<file path="config.mk">
export PLATFORM = sky130hd
export DESIGN_NAME = mem_wb_register
export DESIGN_NICKNAME = d
export VERILOG_FILES = /design/src/rtl/mem_wb_register.sv
export SDC_FILE = /design/constraint.sdc
export NUM_CORES = 1
export LEC_CHECK = 0
export CAP_MARGIN = 10
export CORE_MARGIN = 1
export CORE_UTILIZATION = 58
export CTS_CLUSTER_DIAMETER = 200
export DETAILED_ROUTE_END_ITERATION = 16
export DONT_BUFFER_PORTS = 1
export PLACE_DENSITY = 0.76
export SKIP_CTS_REPAIR_TIMING = 1
export SYNTH_ARGS = -nofsm -noshare
export SYNTH_HDL_FRONTEND = slang
export SYNTH_SLANG_ARGS = --single-unit
</file>
<file path="constraint.sdc">
create_clock -name clk -period 1.55 [get_ports clk]
set_clock_uncertainty 0.1 [all_clocks]
set_input_delay 0.2325 -clock clk [delete_from_list [all_inputs] [get_ports clk]]
set_output_delay 0.2325 -clock clk [all_outputs]
set_load 0.02 [all_outputs]
</file>
<file path="src/rtl/mem_wb_register.sv">
// MEM/WB pipeline register: forms the write-back value (sub-word load extraction
// and source select) in front of the flops and registers the register-file write.
module mem_wb_register #(
  parameter int DATA_W        = 32,
  parameter int REG_ADDR_W    = 5,
  parameter int ZERO_SUPPRESS = 1
) (
  input  logic                  clk,
  input  logic                  rst_n,
  input  logic                  Stall,
  input  logic                  Flush,
  input  logic                  RegWrite_mem,
  input  logic [REG_ADDR_W-1:0] RegWriteAddr_mem,
  input  logic                  MemtoReg_mem,
  input  logic                  Link_mem,
  input  logic [2:0]            LoadType_mem,
  input  logic [1:0]            ByteOffset_mem,
  input  logic [DATA_W-1:0]     AluResult_mem,
  input  logic [DATA_W-1:0]     MemReadData_mem,
  input  logic [DATA_W-1:0]     PCPlus8_mem,
  output logic                  RegWrite_wb,
  output logic [REG_ADDR_W-1:0] RegWriteAddr_wb,
  output logic [DATA_W-1:0]     RegWriteData_wb,
  output logic                  Valid_wb
);

  localparam logic [2:0] LT_LB  = 3'b001;
  localparam logic [2:0] LT_LBU = 3'b010;
  localparam logic [2:0] LT_LH  = 3'b011;
  localparam logic [2:0] LT_LHU = 3'b100;

  logic [7:0]        loadByte;
  logic [15:0]       loadHalf;
  logic [DATA_W-1:0] loadData;
  logic [DATA_W-1:0] wbData;
  logic              regWriteNext;

  // Little-endian lanes; the half lane ignores ByteOffset_mem[0].
  always_comb begin
    loadByte = MemReadData_mem[7:0];
    case (ByteOffset_mem)
      2'd0: loadByte = MemReadData_mem[7:0];
      2'd1: loadByte = MemReadData_mem[15:8];
      2'd2: loadByte = MemReadData_mem[23:16];
      2'd3: loadByte = MemReadData_mem[31:24];
      default: loadByte = MemReadData_mem[7:0];
    endcase
    loadHalf = ByteOffset_mem[1] ? MemReadData_mem[31:16] : MemReadData_mem[15:0];
  end

  // Unassigned load-type codes fall back to a full-word load.
  always_comb begin
    loadData = MemReadData_mem;
    case (LoadType_mem)
      LT_LB:   loadData = {{(DATA_W-8){loadByte[7]}}, loadByte};
      LT_LBU:  loadData = {{(DATA_W-8){1'b0}}, loadByte};
      LT_LH:   loadData = {{(DATA_W-16){loadHalf[15]}}, loadHalf};
      LT_LHU:  loadData = {{(DATA_W-16){1'b0}}, loadHalf};
      default: loadData = MemReadData_mem;
    endcase
  end

  always_comb begin
    wbData = AluResult_mem;
    if (Link_mem)
      wbData = PCPlus8_mem;
    else if (MemtoReg_mem)
      wbData = loadData;
    regWriteNext = RegWrite_mem &
                   ((ZERO_SUPPRESS == 0) || (RegWriteAddr_mem != '0));
  end

  // Priority: reset > flush (bubble) > stall (hold) > capture.
  always_ff @(posedge clk) begin
    if (!rst_n) begin
      RegWrite_wb     <= 1'b0;
      RegWriteAddr_wb <= '0;
      RegWriteData_wb <= '0;
      Valid_wb        <= 1'b0;
    end else if (Flush) begin
      RegWrite_wb     <= 1'b0;
      RegWriteAddr_wb <= '0;
      RegWriteData_wb <= '0;
      Valid_wb        <= 1'b0;
    end else if (!Stall) begin
      RegWrite_wb     <= regWriteNext;
      RegWriteAddr_wb <= RegWriteAddr_mem;
      RegWriteData_wb <= wbData;
      Valid_wb        <= 1'b1;
    end
  end

endmodule

</file>
==> impl_results.md, run 1 <==
- Outcome: complete, but fails checks
- Violated checks: hold timing
- # placed instances: 372
- Post-synth top area share: 27.9%
- CTS tree: yes
- Top FF cell, synth: dfxtp_1
- Syn nets: 446
- # setup viols final: 0
- Root Buffer: clkbuf_8
- DRC: 0
- Syn-to-layout area delta: 8.67%
- Final WL: 8.83 mm
- Crit-path slowest cell: dlygate4sd3_1
- I/O Buffers: 0
- Minimum clock period: 1.46 ns
- Worst Path Max Fanout: 2
- RSZ-0062 raised after global routing: false
- Area contributors post-synth: dfxtp_1 (28%), a21oi_1 (6.1%), o221a_2 (6.0%)
- Worst hold path type: in -> reg
- Relative slew slack: 67.4%
- CTS H-tree lvls: 2
- Row count: 24
- Area leader, netlist: dfxtp_1
- Post-synth EDFFs: 0
- Initial core utilization: 62.2%
- Pins Over Slew Limit: 0
- Cell area after synthesis: 0.00280 mm2
- Tcrit/Tclk final: 94.1%
- Syn Area/Cell: 8.41 um2
- Yosys Warn Count: 0
- Final worst slack: 0.0910 ns
- Total CTS buffers: 5
- Total track usage: 33.8%
- Initial antenna violation count: 1
- Pwr Density: 873 mW/mm2
- Slowest Stage Delay on Critical Path: 0.58 ns
- Finished Layout Cells: 385
- Sink Count: 39
- Core area: 0.00450 mm2
- Slew @ Worst Pin: 0.488 ns
- Length of routed wiring on met1: 3.59 mm
- Most frequent cell after synthesis: dfxtp_1
- Max_cap viols: 0
- Hold slack: -0.0335 ns
- Layout cell share with drive strength beyond 1: 19.9%
- Synth Instances: 333
- GPL Wtd Cong: 0.930
- Most used cell, CP: dlygate4sd3_1
- Fillers: 416
- I/O pin count: 152
- Setup CP Type: in -> reg
- Starting DRT DRC Count: 263
- Worst path cell trace: dlygate4sd3_1, mux2i_1, dlygate4sd3_1, nor2_1
- Maximum VDD drop: 0.549 mV
- Worst Path Arrival: 1.54 ns
- Final hold vios: 2
- First-pass GRT wire length: 13.4 mm
- Die height: 71.5 um
- Grt ovf: 0
- HPWL after DPL: 6.47 mm
- Pin count of the biggest net entering global routing: 43
- Leak: 1.12 nW
- Async set or reset register ratio after synthesis: 0%
- WL/cell: 22.9 um
- Seq/Total Area, Yosys: 27.9%
- Synth Register Bits: 39
- Metal3 WL: 864 um
- Full die area: 0.00511 mm2
- Fmax: 685 MHz
- # nets final: 444
- Worst endpoint required time: 1.63 ns
- Number of global-route vias before repair: 2632
- Die Width: 71.5 um
- Clock-pin slew on the worst setup and hold paths: 0.08 ns
- Most instantiated cells after synthesis: dfxtp_1 (39), a21oi_1 (34), nand2_1 (30)
- Bufs on Longest Clock Path: 2
- Setup WS pre-CTS: -0.0380 ns
- Met2 WL: 4.18 mm
- Crit path launch type: input port
- Post-route ant nets: 0
- Crit end category: register
- Yosys cell types: 46
- DR top layer: met4
- Vias per cell: 7.12
- Final TNS setup: 0 ns
- Drt pass-1 iters: 4
- DR vias: 2740
- Skew-Pair Late Insertion Delay: 0.29 ns
[metrics by stage]
stage               util (%)  area (um2)  total power, W
floorplan                  -        2800         0.00156
global placement        63.7        2870         0.00162
detailed placement      63.7        2870         0.00163
CTS                     66.6        3000         0.00264
global route            67.6        3040         0.00274
finish                  67.6        3040         0.00266
[sequential cells by signal, indices dropped and copies added (netlist names)]
name             count
Valid_wb             1
RegWrite_wb          1
RegWriteData_wb     32
RegWriteAddr_wb      5
[logic make-up (layout without fill, tap and decap cells)]
| group | count (synthesis) | after routing | synth area share [%] |
|---|---|---|---|
| XOR/XNOR | 2 | 2 | 0.894 |
| buffers and inverters | 50 | 49 | 7.73 |
| multiplexers | 21 | 21 | 8.31 |
| flip-flops | 39 | 39 | 27.9 |
| other | 0 | 1 | 0 |
| AND/OR/NAND/NOR | 68 | 68 | 12.3 |
| AO/OA/AOI/OAI | 153 | 153 | 42.9 |
[worst max-delay path, delay by kind of cell]
family / cells / cell delay [ns]
buf+inv: 2 / 1.13
mux: 1 / 0.12
simple gates: 1 / 0.05
[where the power goes]
part	switching (W)	internal, W
clock	0.000387	0.000644
sequential	0.0000762	0.00104
combinational	0.000260	0.000248
total	0.000723	0.00193
[routing by layer]
metal | vias up | track usage (%)
met4 | 0 | 13.3
met2 | 160 | 55.4
li1 | 1290 | -
met3 | 14 | 8.44
met1 | 1276 | 42.8
met5 | - | 0
[layout make-up]
type	instances	area, um2	share of cell area (%)
clock buffer	6	72.6	2.38
antenna	1	2.50	0.0822
inverter	19	71.3	2.34
sequential	39	781	25.7
multi-input combinational	244	1800	59.3
clock inverter	2	60.1	1.97
tap	52	65.1	2.14
timing repair buffer	22	188	6.17
[path summary, 6_finish.rpt]
check,startpoint,to,slack [ns],depth (start not counted)
hold / removal,Stall,RegWrite_wb,-0.03,2
hold reg to reg,RegWriteData_wb[15],RegWriteData_wb[15],0.42,2
setup / recovery,RegWriteAddr_mem[3],RegWriteAddr_wb[3],0.09,4
setup reg to reg,RegWriteAddr_wb[3],RegWriteAddr_wb[3],0.13,3
[cells in the final DEF, fill, tap and decap left out, drive strengths merged, types with 4 or more instances in the layout]
cell	synthesis	final
a211oi	15	15
a21oi	34	34
dfxtp	39	39
inv	18	18
buf	16	18
and3	7	7
o221ai	10	10
nor2b	5	5
mux2	8	8
nor2	9	9
o22ai	7	7
clkbuf	15	6
a31oi	7	7
o211ai	18	18
o221a	15	15
a22oi	22	22
dlygate4sd3	0	4
nand2	30	30
or3	7	7
a22o	7	7
mux2i	12	12
o31a	7	7
Note: power is estimated with default switching activity, not from simulation.
==> run 2: changes to the inputs <==
CORE_MARGIN = 2   (was 1)
CORE_UTILIZATION = 60   (was 58)
CTS_BUF_LIST = sky130_fd_sc_hd__clkbuf_4 sky130_fd_sc_hd__clkbuf_8   (was not set)
PLACE_DENSITY = 0.79   (was 0.76)
==> run 2 against run 1 <==
Effect of this change:
- the flow still finishes with violations (hold timing)
- design area fell by 0.37%
- final cell count up 0.52%
- combinational power increased by 2%
- clock-buffer cell count did not move
- setup slack better by 0.015 ns
- critical endpoint unchanged
- largest cell class unchanged
- largest power group unchanged
==> impl_results.md, run 2 (synthesis gave the netlist of run 1 again) <==
- Worst Path Max Fanout: 2 (unchanged)
- Setup CP Type: in -> reg
- Fillers: 369 (-11%)
- Pwr Density: 776 mW/mm2 (-11%)
- Hold slack: -0.00185 ns (+0.0317 ns)
- Hold EP: RegWriteAddr_wb[1]
- Starting DRT DRC Count: 339 (+29%)
- Worst endpoint required time: 1.65 ns (+0.02 ns)
- Flop2flop setup slack: 0.15 ns (+0.02 ns)
- DR vias: 2814 (+2.7%)
- Number of global-route vias before repair: 2640 (+0.30%)
- Drt pass-1 iters: 5 (+1)
- Flip-flop count of the largest register after layout: 32 (unchanged)
- Syn-to-layout area delta: 8.27%
- Max_cap viols: 0 (unchanged)
- Maximum VDD drop: 0.585 mV (+6.6%)
- Power Total: 0.00235 W (-11%)
- I/O pin count: 152 (unchanged)
- R2R depth: 3 (unchanged)
- Crit path launch type: input port
- # setup viols final: 0 (unchanged)
- Violated checks: hold timing
- Worst Path Arrival: 1.54 ns (about the same)
- Core area: 0.00441 mm2 (-2.0%)
- N_diodes: 0 (-1)
- Fmax: 693 MHz (+1.1%)
- Layout cell share with drive strength beyond 1: 19.4% (-0.48 points)
- Final hold vios: 1 (-1)
- FF-to-FF End: RegWriteAddr_wb[3]
- HPWL after DPL: 6.57 mm (+1.6%)
- Full die area: 0.00523 mm2 (+2.3%)
- CTS H-tree lvls: 2 (unchanged)
- Relative slew slack: 60.4% (-7.0 points)
- Vias per cell: 7.27 (+2.2%)
- First-pass GRT wire length: 13.4 mm (unchanged)
- Initial core utilization: 63.4% (+1.3 points)
- DRC: 0 (unchanged)
- Initial antenna violation count: 0 (-1)
- Pins Over Slew Limit: 0 (unchanged)
- Bufs on Longest Clock Path: 2 (unchanged)
- Worst hold path type: in -> reg
- Commonest non-fill, non-tap cells in the layout: dfxtp_1 (39), a21oi_1 (34), nand2_1 (30)
- Reg with most FFs: RegWriteData_wb
- Skew-Pair Late Insertion Delay: 0.30 ns (about the same)
- Row count: 24 (unchanged)
- Largest registers: RegWriteData_wb x32, RegWriteAddr_wb x5
- Commonest non-fill, non-tap cell in the layout: dfxtp_1
- GPL Wtd Cong: 0.936 (+0.58%)
- Hold Path Depth: 2 (unchanged)
- Slew @ Worst Pin: 0.592 ns (+0.103 ns)
- Post-route ant nets: 0 (unchanged)
- I/O Buffers: 0 (unchanged)
- Fin area: 0.00303 mm2 (-0.37%)
- # nets final: 447 (+0.68%)
- Minimum clock period: 1.44 ns (-0.0152 ns)
- Finished Core Util: 68.7% (+1.1 points)
- CTS tree: yes
- Root Buffer: clkbuf_8
- Leak: 1.11 nW (-0.97%)
- R2r startpoint: RegWriteAddr_wb[3]
- Sink Count: 39 (unchanged)
- Setup WS pre-CTS: -0.0507 ns (-0.0127 ns)
- WL/cell: 23.4 um (+1.9%)
- Final worst slack: 0.106 ns (+0.0152 ns)
- Die Width: 72.3 um (+1.2%)
- Die height: 72.3 um (+1.2%)
- Total CTS buffers: 5 (unchanged)
- Outcome: complete, but fails checks
- RSZ-0062 raised after global routing: false
- DP Area: 0.00285 mm2 (-0.52%)
- Tcrit/Tclk final: 93.1% (-0.98 points)
- Grt ovf: 0 (unchanged)
- Hold Crit Start: Stall
- Final WL: 9.05 mm (+2.4%)
- Pin count of the biggest net entering global routing: 43 (unchanged)
- Clock-pin slew on the worst setup and hold paths: 0.08 ns (about the same)
- Crit end category: register
- Total track usage: 33.0% (-0.73 points)
## run 2: critical path: stages
cell and delay (ns):
dlygate4sd3_1 0.55, mux2i_1 0.15, dlygate4sd3_1 0.58, nor2_1 0.04
## run 2: where the power goes
group	internal [W]	total, W	switching (W)
clock network	0.000332	0.000719	0.000387
registers	0.00104	0.00112	0.0000767
logic	0.000253	0.000516	0.000262
## run 2: through the flow
| step | cells | TNS, ns |
|---|---|---|
| 6_report | 387 | 0 |
| 5_1_grt | 387 | 0 |
| 4_1_cts | 378 | 0 |
| 3_5_place_dp | 370 | -0.269 |
| 3_3_place_gp | 370 | -0.0623 |
| 2_1_floorplan | 333 | 0 |
## run 2: how the worst max path moves through the flow
stage / start / to / depth (start not counted)
after floorplan: ByteOffset_mem[0] / RegWriteData_wb[24] / 6
after global placement: ByteOffset_mem[1] / RegWriteData_wb[9] / 4
after detailed placement: ByteOffset_mem[1] / RegWriteData_wb[13] / 4
after CTS: ByteOffset_mem[1] / RegWriteData_wb[13] / 4
after global routing: RegWriteAddr_mem[3] / RegWriteAddr_wb[3] / 4
final: RegWriteAddr_mem[3] / RegWriteAddr_wb[3] / 4
## run 2: cell type report
class                      instances  area [um2]  area share, %
inverter                          19        71.3           2.35
multi-input combinational        244        1800           59.5
timing repair buffer              25         223           7.35
tap                               52        65.1           2.15
clock buffer                       6        76.3           2.52
sequential                        39         781           25.8
clock inverter                     2        12.5          0.413
## run 2: layer usage
metal | GRT usage, % | part of all wire [%] | vias up
li1 | - | - | 1308
met2 | 52.4 | 46 | 194
met1 | 43.8 | 40 | 1288
met3 | 9.72 | 11 | 24
met4 | 9.22 | 2.4 | 0
met5 | 0 | 0 | -
==> run 3: changes to the inputs <==
PLACE_DENSITY = not set   (was 0.79)
PLACE_DENSITY_LB_ADDON = 0.05   (was not set)
==> run 3 against run 2 <==
Effect of this change:
- flip-flop and latch count did not move
- die area unchanged
- critical endpoint is now RegWriteData_wb[14]
- largest cell class unchanged
- design area increased by 0.66%
- the flow still finishes with violations (hold timing)
- clock power is 45% higher
- worst hold slack got worse by 0.0090 ns
- total power up 13%
- combinational power about the same
==> impl_results.md, run 3 (synthesis gave the netlist of run 1 again) <==
- Outcome: complete, but fails checks
- Violated checks: hold timing
- DRC: 0 (unchanged)
- Sw Pwr: 0.000716 W (-1.3%)
- FF+latch area: 781 um2 (unchanged)
- WL/cell: 23.6 um (+0.99%)
- Skew-Pair Late Insertion Delay: 0.29 ns (about the same)
- DR vias: 2801 (-0.46%)
- Number of global-route vias before repair: 2669 (+1.1%)
- Switch share: 26.8% (-4.0 points)
- Final WL: 9.09 mm (+0.46%)
- Slew @ Worst Pin: 0.584 ns (-0.00740 ns)
- RSZ-0062 raised after global routing: false
- Core area: 0.00441 mm2 (unchanged)
- N_diodes: 0 (unchanged)
- Initial antenna violation count: 0 (unchanged)
- R2R depth: 4 (+1)
- Reg with most FFs: RegWriteData_wb
- Bufs on Longest Clock Path: 2 (unchanged)
- Total track usage: 34.2% (+1.1 points)
- Syn-to-layout area delta: 8.98%
- Grt ovf: 0 (unchanged)
- Pin count of the biggest net entering global routing: 43 (unchanged)
- Final hold vios: 2 (+1)
- Root Buffer: clkbuf_8
- Int Power: 0.00195 W (+20%)
- HPWL after DPL: 6.72 mm (+2.3%)
- Die height: 72.3 um (unchanged)
- Fin area: 0.00305 mm2 (+0.66%)
- Max_cap viols: 0 (unchanged)
- Post-route ant nets: 0 (unchanged)
- Multi-input gate area: 0.00180 mm2 (unchanged)
- Logic pwr share: 19.2% (-2.7 points)
- Hold slack: -0.0108 ns (-0.00895 ns)
- Top Family by Delay on Critical Path: compound AO/OA/AOI/OAI gates
- Largest registers: RegWriteData_wb x32, RegWriteAddr_wb x5
- Worst endpoint required time: 1.64 ns (about the same)
- Initial core utilization: 63.4% (unchanged)
- Clock-pin slew on the worst setup and hold paths: 0.08 ns (about the same)
- Row count: 24 (unchanged)
- Flip-flop count of the largest register after layout: 32 (unchanged)
- Crit path launch type: input port
- Starting DRT DRC Count: 204 (-40%)
- Drt pass-1 iters: 7 (+2)
- Vias per cell: 7.28 (about the same)
- Slowest Stage Delay on Critical Path: 0.53 ns (-0.05 ns)
- Sink Count: 39 (unchanged)
- Critical path buffer and inverter count: 0 (-2)
- Worst Path Arrival: 1.37 ns (-0.17 ns)
- Full die area: 0.00523 mm2 (unchanged)
- Die Width: 72.3 um (unchanged)
- # nets final: 445 (-0.45%)
- Finished Core Util: 69.1% (+0.45 points)
- Crit end category: register
- Layout cell share with drive strength beyond 1: 20.4% (+1.0 points)
- DP Area: 0.00288 mm2 (+0.79%)
- CTS H-tree lvls: 2 (unchanged)
- Clk network pwr share: 38.8% (+8.2 points)
- I/O pin count: 152 (unchanged)
- Crit. path cell count: 4 (unchanged)
- Hold Path Depth: 2 (unchanged)
- CTS tree: yes
- Pins Over Slew Limit: 0 (unchanged)
- Worst Path Max Fanout: 22 (+20)
- Relative slew slack: 60.9% (+0.47 points)
- Minimum clock period: 1.29 ns (-0.157 ns)
- I/O Buffers: 0 (unchanged)
- Setup CP Type: in -> reg
- Worst path cell trace: mux4_2, o221ai_4, o211ai_1, a22o_1
- Tcrit/Tclk final: 83.0% (-10 points)
- First-pass GRT wire length: 13.9 mm (+3.9%)
- Leak: 1.13 nW (+1.8%)
- # setup viols final: 0 (unchanged)
- Maximum VDD drop: 0.628 mV (+7.2%)
- Fillers: 372 (+0.81%)
- Fmax: 777 MHz (+12%)
- Worst hold path type: in -> reg
- Pwr Density: 875 mW/mm2 (+13%)
- Commonest non-fill, non-tap cells in the layout: dfxtp_1 (39), a21oi_1 (34), nand2_1 (30)
- Flop pwr share: 41.9% (-5.6 points)
- GPL Wtd Cong: 0.925 (-1.2%)
- Total CTS buffers: 5 (unchanged)
- Commonest non-fill, non-tap cell in the layout: dfxtp_1
- Crit-path slowest cell: mux4_2
[run 3: worst paths after layout]
kind | startpoint | slack [ns] | endpoint
max | ByteOffset_mem[1] | 0.26 | RegWriteData_wb[14]
min | RegWriteAddr_mem[4] | -0.01 | RegWriteAddr_wb[4]
max reg2reg | RegWriteData_wb[15] | 0.48 | RegWriteData_wb[15]
min reg2reg | RegWriteData_wb[15] | 0.43 | RegWriteData_wb[15]
[run 3: final cells by class]
| class | instances | share of cell area [%] |
|---|---|---|
| tap | 52 | 2.13 |
| sequential | 39 | 25.6 |
| multi-input combinational | 244 | 59.1 |
| timing repair buffer | 23 | 6.40 |
| inverter | 19 | 2.34 |
| clock buffer | 6 | 2.50 |
| clock inverter | 2 | 1.97 |
[run 3: metrics by stage]
stage / TNS, ns / worst slack, ns / hold slack, ns / cells / total power (W)
floorplan: 0 / 0.00551 / 0.276 / 333 / 0.00156
global placement: -0.0739 / -0.0139 / 0.273 / 373 / 0.00163
detailed placement: -0.279 / -0.0519 / 0.286 / 373 / 0.00163
CTS: 0 / 0.260 / -0.0332 / 381 / 0.00266
global route: 0 / 0.192 / 0.00248 / 385 / 0.00278
finish: 0 / 0.263 / -0.0108 / 385 / 0.00267
[run 3: power by group through the flow]
stage                     clock (W)  sequential (W)  combinational [W]
after floorplan                   0         0.00113           0.000429
after global placement            0         0.00114           0.000485
after detailed placement          0         0.00114           0.000493
after CTS                   0.00104         0.00112           0.000494
after global routing        0.00110         0.00112           0.000557
final                       0.00104         0.00112           0.000513
[run 3: metal layers]
layer	part of all wire, %	GRT usage, %
met5	0	0
met4	1.3	9.43
met3	12	10.0
met2	47	55.9
met1	39	43.9
